`src/rtl/hwacc_mr_mtt_req_gen_if.sv`:
```
// Bus bundle between the MR translation request generator and its environment:
// request input, PageOffsetBuffer write port, MTT get channel and error channel.

`ifndef MAX_REQ_TAG_NUM_LOG
`define MAX_REQ_TAG_NUM_LOG 8
`endif

interface hwacc_mr_mtt_req_gen_if #(
    parameter int unsigned ICM_ADDR_WIDTH      = 64,
    parameter int unsigned PHYSICAL_ADDR_WIDTH = 64,
    parameter int unsigned COUNT_MAX_LOG       = 2,
    parameter int unsigned TAG_WIDTH           = `MAX_REQ_TAG_NUM_LOG
);
    localparam int unsigned HeadWidth =
        COUNT_MAX_LOG * 2 + TAG_WIDTH + PHYSICAL_ADDR_WIDTH + ICM_ADDR_WIDTH;

    logic                      mr_req_valid;
    logic [TAG_WIDTH-1:0]      mr_req_tag;
    logic [63:0]               mr_req_vaddr;
    logic [31:0]               mr_req_len;
    logic [63:0]               mr_req_start_va;
    logic [ICM_ADDR_WIDTH-1:0] mr_req_mtt_base;
    logic                      mr_req_ready;

    logic                      page_offset_buffer_wen;
    logic [TAG_WIDTH-1:0]      page_offset_buffer_addr;
    logic [43:0]               page_offset_buffer_din;

    logic                      mtt_get_req_valid;
    logic [HeadWidth-1:0]      mtt_get_req_head;
    logic                      mtt_get_req_ready;

    logic                      mr_err_valid;
    logic [TAG_WIDTH-1:0]      mr_err_tag;

    // Request generator side: it masters the buffer write and the MTT get channel.
    modport master (
        input  mr_req_valid, mr_req_tag, mr_req_vaddr, mr_req_len, mr_req_start_va,
               mr_req_mtt_base, mtt_get_req_ready,
        output mr_req_ready, page_offset_buffer_wen, page_offset_buffer_addr,
               page_offset_buffer_din, mtt_get_req_valid, mtt_get_req_head,
               mr_err_valid, mr_err_tag
    );

    // Environment side: request source, buffer, MTTCache and error sink.
    modport slave (
        output mr_req_valid, mr_req_tag, mr_req_vaddr, mr_req_len, mr_req_start_va,
               mr_req_mtt_base, mtt_get_req_ready,
        input  mr_req_ready, page_offset_buffer_wen, page_offset_buffer_addr,
               page_offset_buffer_din, mtt_get_req_valid, mtt_get_req_head,
               mr_err_valid, mr_err_tag
    );
endinterface

```
`src/rtl/hwacc_mr_mtt_req_gen.sv`:
```
// MR translation request generator: takes one request, computes page offset and
// page count, writes {len, offset} to the PageOffsetBuffer at the tag, then issues
// one MTT get per page. Requests spanning too many pages or below the MR start
// are reported on the error channel instead.

`ifndef MAX_REQ_TAG_NUM_LOG
`define MAX_REQ_TAG_NUM_LOG 8
`endif

module hwacc_mr_mtt_req_gen #(
    parameter int unsigned ICM_ADDR_WIDTH      = 64,
    parameter int unsigned PHYSICAL_ADDR_WIDTH = 64,
    parameter int unsigned COUNT_MAX           = 2,
    parameter int unsigned COUNT_MAX_LOG       = 2,
    parameter int unsigned MTT_ENTRY_SIZE_LOG  = 3,
    parameter int unsigned PAGE_SIZE_LOG       = 12,
    parameter int unsigned TAG_WIDTH           = `MAX_REQ_TAG_NUM_LOG
) (
    input  logic                     clk,
    input  logic                     rst,
    hwacc_mr_mtt_req_gen_if.master   bus
);

    localparam int unsigned PageIdxWidth = 64 - PAGE_SIZE_LOG;

    typedef enum logic [2:0] {
        StIdle,
        StCheck,
        StWrBuf,
        StReq0,
        StReq1,
        StErr
    } state_e;

    state_e state_q, state_d;

    logic [TAG_WIDTH-1:0]      tag_q;
    logic [63:0]               vaddr_q;
    logic [31:0]               len_q;
    logic [63:0]               start_va_q;
    logic [ICM_ADDR_WIDTH-1:0] base_q;
    logic [COUNT_MAX_LOG-1:0]  count_q;
    logic [ICM_ADDR_WIDTH-1:0] icm0_q;
    logic [ICM_ADDR_WIDTH-1:0] icm1_q;

    logic [PAGE_SIZE_LOG-1:0]  offset;
    logic [32:0]               span;
    logic [PageIdxWidth-1:0]   page_idx;
    logic [ICM_ADDR_WIDTH-1:0] icm0;
    logic [ICM_ADDR_WIDTH-1:0] icm1;
    logic                      multi_page;
    logic                      req_bad;
    logic                      req_fire;
    logic                      get_fire;

    assign req_fire = bus.mr_req_valid && bus.mr_req_ready;
    assign get_fire = bus.mtt_get_req_valid && bus.mtt_get_req_ready;

    // Address arithmetic on the registered request; consumed in StCheck.
    always_comb begin
        offset     = vaddr_q[PAGE_SIZE_LOG-1:0];
        span       = {1'b0, len_q} + 33'(offset);
        page_idx   = vaddr_q[63:PAGE_SIZE_LOG] - start_va_q[63:PAGE_SIZE_LOG];
        icm0       = base_q + (ICM_ADDR_WIDTH'(page_idx) << MTT_ENTRY_SIZE_LOG);
        icm1       = icm0 + (ICM_ADDR_WIDTH'(1) << MTT_ENTRY_SIZE_LOG);
        multi_page = span > (33'd1 << PAGE_SIZE_LOG);
        req_bad    = (span > (33'(COUNT_MAX) << PAGE_SIZE_LOG)) || (vaddr_q < start_va_q);
    end

    // State register.
    always_ff @(posedge clk or posedge rst) begin
        if (rst) begin
            state_q <= StIdle;
        end else begin
            state_q <= state_d;
        end
    end

    // Request capture in StIdle, derived page count and MTT addresses in StCheck.
    always_ff @(posedge clk or posedge rst) begin
        if (rst) begin
            tag_q      <= '0;
            vaddr_q    <= '0;
            len_q      <= '0;
            start_va_q <= '0;
            base_q     <= '0;
            count_q    <= '0;
            icm0_q     <= '0;
            icm1_q     <= '0;
        end else if (state_q == StIdle && req_fire) begin
            tag_q      <= bus.mr_req_tag;
            vaddr_q    <= bus.mr_req_vaddr;
            len_q      <= bus.mr_req_len;
            start_va_q <= bus.mr_req_start_va;
            base_q     <= bus.mr_req_mtt_base;
        end else if (state_q == StCheck) begin
            count_q    <= multi_page ? COUNT_MAX_LOG'(COUNT_MAX) : COUNT_MAX_LOG'(1);
            icm0_q     <= icm0;
            icm1_q     <= icm1;
        end
    end

    // Next-state logic.
    always_comb begin
        state_d = state_q;
        unique case (state_q)
            StIdle:  if (req_fire) state_d = StCheck;
            StCheck: state_d = req_bad ? StErr : StWrBuf;
            StWrBuf: state_d = StReq0;
            StReq0: begin
                if (get_fire) begin
                    state_d = (count_q == COUNT_MAX_LOG'(COUNT_MAX)) ? StReq1 : StIdle;
                end
            end
            StReq1:  if (get_fire) state_d = StIdle;
            StErr:   state_d = StIdle;
            default: state_d = StIdle;
        endcase
    end

    // Outputs decoded from the current state; ready is forced low during reset.
    always_comb begin
        bus.mr_req_ready            = (state_q == StIdle) && !rst;
        bus.page_offset_buffer_wen  = 1'b0;
        bus.page_offset_buffer_addr = tag_q;
        bus.page_offset_buffer_din  = '0;
        bus.mtt_get_req_valid       = 1'b0;
        bus.mtt_get_req_head        = '0;
        bus.mr_err_valid            = 1'b0;
        bus.mr_err_tag              = '0;
        unique case (state_q)
            StWrBuf: begin
                bus.page_offset_buffer_wen = 1'b1;
                bus.page_offset_buffer_din = {len_q, offset};
            end
            StReq0: begin
                bus.mtt_get_req_valid = 1'b1;
                bus.mtt_get_req_head  = {count_q, COUNT_MAX_LOG'(1), tag_q,
                                         {PHYSICAL_ADDR_WIDTH{1'b0}}, icm0_q};
            end
            StReq1: begin
                bus.mtt_get_req_valid = 1'b1;
                bus.mtt_get_req_head  = {COUNT_MAX_LOG'(COUNT_MAX), COUNT_MAX_LOG'(2), tag_q,
                                         {PHYSICAL_ADDR_WIDTH{1'b0}}, icm1_q};
            end
            StErr: begin
                bus.mr_err_valid = 1'b1;
                bus.mr_err_tag   = tag_q;
            end
            default: ;
        endcase
    end

endmodule

```
`src/flat_wrapper.sv`:
```
// flat-port wrapper written by rule: the top's interface ports become plain ports
module hwacc_mr_mtt_req_gen_flat 
#(
    parameter int unsigned ICM_ADDR_WIDTH      = 64,
    parameter int unsigned PHYSICAL_ADDR_WIDTH = 64,
    parameter int unsigned COUNT_MAX           = 2,
    parameter int unsigned COUNT_MAX_LOG       = 2,
    parameter int unsigned MTT_ENTRY_SIZE_LOG  = 3,
    parameter int unsigned PAGE_SIZE_LOG       = 12,
    parameter int unsigned TAG_WIDTH           = `MAX_REQ_TAG_NUM_LOG
)
  (clk, rst, bus_mr_req_valid, bus_mr_req_tag, bus_mr_req_vaddr, bus_mr_req_len, bus_mr_req_start_va, bus_mr_req_mtt_base, bus_mtt_get_req_ready, bus_mr_req_ready, bus_page_offset_buffer_wen, bus_page_offset_buffer_addr, bus_page_offset_buffer_din, bus_mtt_get_req_valid, bus_mtt_get_req_head, bus_mr_err_valid, bus_mr_err_tag);
  hwacc_mr_mtt_req_gen_if #(.ICM_ADDR_WIDTH(ICM_ADDR_WIDTH), .PHYSICAL_ADDR_WIDTH(PHYSICAL_ADDR_WIDTH), .COUNT_MAX_LOG(COUNT_MAX_LOG), .TAG_WIDTH(TAG_WIDTH)) bus_i ();
  input  logic clk;
  input  logic rst;
  input wire logic [$bits(bus_i.mr_req_valid)-1:0] bus_mr_req_valid;
  input wire logic [$bits(bus_i.mr_req_tag)-1:0] bus_mr_req_tag;
  input wire logic [$bits(bus_i.mr_req_vaddr)-1:0] bus_mr_req_vaddr;
  input wire logic [$bits(bus_i.mr_req_len)-1:0] bus_mr_req_len;
  input wire logic [$bits(bus_i.mr_req_start_va)-1:0] bus_mr_req_start_va;
  input wire logic [$bits(bus_i.mr_req_mtt_base)-1:0] bus_mr_req_mtt_base;
  input wire logic [$bits(bus_i.mtt_get_req_ready)-1:0] bus_mtt_get_req_ready;
  output wire logic [$bits(bus_i.mr_req_ready)-1:0] bus_mr_req_ready;
  output wire logic [$bits(bus_i.page_offset_buffer_wen)-1:0] bus_page_offset_buffer_wen;
  output wire logic [$bits(bus_i.page_offset_buffer_addr)-1:0] bus_page_offset_buffer_addr;
  output wire logic [$bits(bus_i.page_offset_buffer_din)-1:0] bus_page_offset_buffer_din;
  output wire logic [$bits(bus_i.mtt_get_req_valid)-1:0] bus_mtt_get_req_valid;
  output wire logic [$bits(bus_i.mtt_get_req_head)-1:0] bus_mtt_get_req_head;
  output wire logic [$bits(bus_i.mr_err_valid)-1:0] bus_mr_err_valid;
  output wire logic [$bits(bus_i.mr_err_tag)-1:0] bus_mr_err_tag;
  assign bus_i.mr_req_valid = bus_mr_req_valid;
  assign bus_i.mr_req_tag = bus_mr_req_tag;
  assign bus_i.mr_req_vaddr = bus_mr_req_vaddr;
  assign bus_i.mr_req_len = bus_mr_req_len;
  assign bus_i.mr_req_start_va = bus_mr_req_start_va;
  assign bus_i.mr_req_mtt_base = bus_mr_req_mtt_base;
  assign bus_i.mtt_get_req_ready = bus_mtt_get_req_ready;
  assign bus_mr_req_ready = bus_i.mr_req_ready;
  assign bus_page_offset_buffer_wen = bus_i.page_offset_buffer_wen;
  assign bus_page_offset_buffer_addr = bus_i.page_offset_buffer_addr;
  assign bus_page_offset_buffer_din = bus_i.page_offset_buffer_din;
  assign bus_mtt_get_req_valid = bus_i.mtt_get_req_valid;
  assign bus_mtt_get_req_head = bus_i.mtt_get_req_head;
  assign bus_mr_err_valid = bus_i.mr_err_valid;
  assign bus_mr_err_tag = bus_i.mr_err_tag;
  hwacc_mr_mtt_req_gen #(.ICM_ADDR_WIDTH(ICM_ADDR_WIDTH), .PHYSICAL_ADDR_WIDTH(PHYSICAL_ADDR_WIDTH), .COUNT_MAX(COUNT_MAX), .COUNT_MAX_LOG(COUNT_MAX_LOG), .MTT_ENTRY_SIZE_LOG(MTT_ENTRY_SIZE_LOG), .PAGE_SIZE_LOG(PAGE_SIZE_LOG), .TAG_WIDTH(TAG_WIDTH)) u_core (.clk(clk), .rst(rst), .bus(bus_i));
endmodule
```
`config.mk`:
```
export PLATFORM = sky130hd
export DESIGN_NAME = hwacc_mr_mtt_req_gen_flat
export DESIGN_NICKNAME = d
export VERILOG_FILES = /design/src/rtl/hwacc_mr_mtt_req_gen_if.sv /design/src/rtl/hwacc_mr_mtt_req_gen.sv /design/src/flat_wrapper.sv
export SDC_FILE = /design/constraint.sdc
export NUM_CORES = 1
export LEC_CHECK = 0
export BUFFER_PORTS_ARGS = -buffer_cell sky130_fd_sc_hd__buf_2
export CORE_MARGIN = 3
export CORE_UTILIZATION = 52
export CTS_CLUSTER_DIAMETER = 150
export DETAILED_ROUTE_END_ITERATION = 10
export GPL_ROUTABILITY_DRIVEN = 0
export GPL_TIMING_DRIVEN = 0
export PLACE_DENSITY = 0.75
export REMOVE_ABC_BUFFERS = 1
export SLEW_MARGIN = 20
export SYNTH_ARGS = -nofsm -noshare
export SYNTH_HDL_FRONTEND = slang
export SYNTH_SLANG_ARGS = --single-unit
```
`constraint.sdc`:
```
create_clock -name clk -period 10.4 [get_ports clk]
set_input_delay 1.04 -clock clk [delete_from_list [all_inputs] [get_ports clk]]
set_output_delay 1.04 -clock clk [all_outputs]
set_load 0.05 [all_outputs]
```
==> impl_results.md <==
- RSZ-0062 raised after global routing: false
- Max Cap Viol: 0
- Final Max Tran Viols: 0
- Core area: 45,870 um^2
- Fmax: 117.9 MHz
- Setup TNS: 0 ps
- 1st-iter DRT viols: 1,605
- Crit end category: flop
- Slowest cell delay on critical path: 730 ps
- IO Port Bufs: 375
- Status: completed
- Place WS: 2133 ps
- Mean area per synthesized cell: 9.019 um^2
- Die ar.: 49,480 um^2
- Hold-fix buffers at CTS: 0
- Tmin final: 8481 ps
- Mapped cell area: 24,360 um^2
- Die Ht: 222.4 um
- Fin cells: 3,651
- Most common cell in the netlist: nand2_1
- Critical Path Fanout Max: 9
- Final setup viols: 0
- Critical path type: reg2reg
- Tcrit/Tclk final: 81.55%
- DR vias/cell: 5.827
- Max clock buf depth: 3
- #FFs+latches synth: 362
- DRT Pass-1 Iters: 6
- Yosys top cell by area: dfrtp_1
- Post-layout nets: 3,382
- CTS Buf Count: 41
- Buf/Inv on CP: 2
- CTS Sinks: 362
- Initial core utilization: 53.11%
- WL final: 67,250 um
- Antenna violations before repair: 17
- TritonCTS clock tree: done
- CP Launch Type: flop
- Clk pin slew, worst setup/hold paths: 60 ps
- Synth-to-Final Area Change: 15.11%
- Die X: 222.4 um
- Cells after Synth: 2,701
- Clock root buffer: clkbuf_16
- Clock latency at the later pin of the worst-skew pair: 570 ps
- Pin count of the biggest net entering global routing: 110
- Post-CTS resize count: 0
- DRC: 0
- Area fraction of the dominant cell type after synthesis: 37.19%
- Dominant synthesized flop cell: dfrtp_1
- Io pins: 440
- Post-DRT Antenna Nets: 0
- Vias: 21,280
- Num rows: 78
- First-pass GRT wire length: 108,200 um
- CP required: 10,830 ps
- HPWL Detailed: 52,230 um
- Worst hold path class: reg2reg
- Vias in the first global route: 20,790
- Synth top area cells: dfrtp_1, mux2_2, ha_1
- Placed Cells incl. Taps: 3,565
- Yosys warns: 0
- Hold Slack: 463.4 ps
- Clk_skew: 24.90 ps
- Setup repair bufs after CTS: 0
- Synth cell count leaders: nand2_1, dfrtp_1, o21ai_0
- GRT Total Usage: 26.43%
- WL/cell: 18.42 um
- Sequential share of the synthesized area: 37.19%
- Final Hold Vio Count: 0
- Crit path max-delay family: simple AND/OR/NAND/NOR gates
- Worst-Margin Slew: 1070 ps
- Crit-path slowest cell: nor4_4
- Synth unique cells: 91
- Post-synth ARST share: 100.0%
- Data arrival, critical path: 8920 ps
- Worst setup margin: 1919 ps
- Layout cells sized above 1: 22.14%
- Grt ovf: 0
- Slew headroom: 27.74%
- EDFF count, synth: 0
- Depth of the CTS H-tree: 2
## cells by family after synthesis
| group | Yosys count | share of synthesized area (%) |
|---|---|---|
| compound gates | 742 | 19.65 |
| xor+xnor | 159 | 5.716 |
| fa+ha+maj | 138 | 7.180 |
| buf+inv | 295 | 5.768 |
| flops | 362 | 37.19 |
| mux | 172 | 7.920 |
| other cells | 1 | 0.01539 |
| simple gates | 832 | 16.56 |
## worst reg2reg max path, cell delays in order (launching register included)
cell and delay (ps):
dfrtp_1 390, inv_1 80, ha_1 170, inv_1 60
fa_1 410, a21o_1 190, a21oi_1 260, o21a_1 210
o21ai_0 160, a21oi_1 390, o21ai_0 250, a21boi_0 470
o21bai_1 200, xor2_1 200, ha_1 470, nand2_1 160
nor3_1 470, nand4_1 350, and4b_1 310, a211oi_2 450
o2111ai_1 260, or3_1 460, or4_1 710, nor4_4 730
nand3_1 230, xnor2_1 210, o21ai_1 80
## flip-flops by register name, summed over array words and instances (netlist names)
name                                flops
u_core.base_q                          64
u_core.bus.page_offset_buffer_addr      8
u_core.count_q                          2
u_core.icm1_q                          64
u_core.vaddr_q                         64
u_core.state_q                          3
u_core.len_q                           32
u_core.start_va_q                      64
u_core.icm0_q                          61
## routing by layer
metal | share of wire, % | vias to the layer above | wire length, um | global-route usage, %
li1 | - | 10170 | - | -
met1 | 43 | 10070 | 29060 | 35.15
met2 | 47 | 842 | 31290 | 43.60
met3 | 6.3 | 178 | 4247 | 4.400
met4 | 3.8 | 14 | 2572 | 9.865
met5 | 0.12 | - | 83 | 0
## worst paths after layout
| path | from | end | slack (ps) | depth (start not counted) |
|---|---|---|---|---|
| max | u_core.vaddr_q[12] | u_core.icm1_q[59] | 1920 | 26 |
| min | u_core.icm1_q[0] | u_core.icm1_q[0] | 460 | 2 |
| max reg2reg | u_core.vaddr_q[12] | u_core.icm1_q[59] | 1920 | 26 |
| min reg2reg | u_core.icm1_q[0] | u_core.icm1_q[0] | 460 | 2 |
| max in group asynchronous | rst | u_core.vaddr_q[54] | 8580 | 4 |
| min in group asynchronous | rst | u_core.vaddr_q[15] | 600 | 2 |
## final cells by class
type | count | area (um^2)
diodes | 11 | 27.53
clock buffers | 61 | 1224
clock inverters | 14 | 185.2
fillers | 3908 | 17830
inverters | 100 | 382.9
multi-input cells | 2107 | 14170
flip-flops and latches | 362 | 9059
well taps | 600 | 750.7
repair buffers | 396 | 2247
## through the flow
step | utilization, % | cell area (um^2)
after floorplan | - | 23570
after global placement | 57.11 | 26200
after global routing | 61.13 | 28040
after detailed placement | 57.99 | 26600
final | 61.13 | 28040
after CTS | 61.06 | 28010
## cells in the final DEF (no fill, tap or decap), types with 9 or more instances in the layout
cell | netlist | final
dfrtp_1 | 362 | 362
a21o_1 | 59 | 59
nor2_1 | 113 | 111
o21bai_1 | 16 | 16
clkbuf_1 | 108 | 10
a21boi_0 | 9 | 9
ha_1 | 135 | 135
nand2_1 | 369 | 369
inv_1 | 100 | 99
nand4_1 | 42 | 42
o21ai_1 | 26 | 26
nand2b_1 | 14 | 14
o21ai_0 | 245 | 245
a21oi_1 | 142 | 142
or2_2 | 14 | 14
a22o_1 | 63 | 63
mux2_2 | 166 | 166
clkbuf_16 | 0 | 43
o21a_1 | 28 | 28
nor3_1 | 42 | 41
or3_1 | 11 | 10
nor4_1 | 19 | 19
diode_2 | 0 | 11
a211oi_1 | 20 | 20
xor2_1 | 60 | 60
and2_1 | 72 | 71
o211ai_1 | 19 | 19
nand3_1 | 53 | 53
nor2b_1 | 17 | 17
conb_1 | 1 | 64
xnor2_1 | 99 | 99
o2111ai_1 | 10 | 10
buf_2 | 8 | 375
a31oi_1 | 12 | 12
and3_1 | 19 | 19
buf_16 | 0 | 9
Power is left out: the tool's default activity adds up to more than one toggle a clock period on the data nets, which glitch-free logic cannot reach.
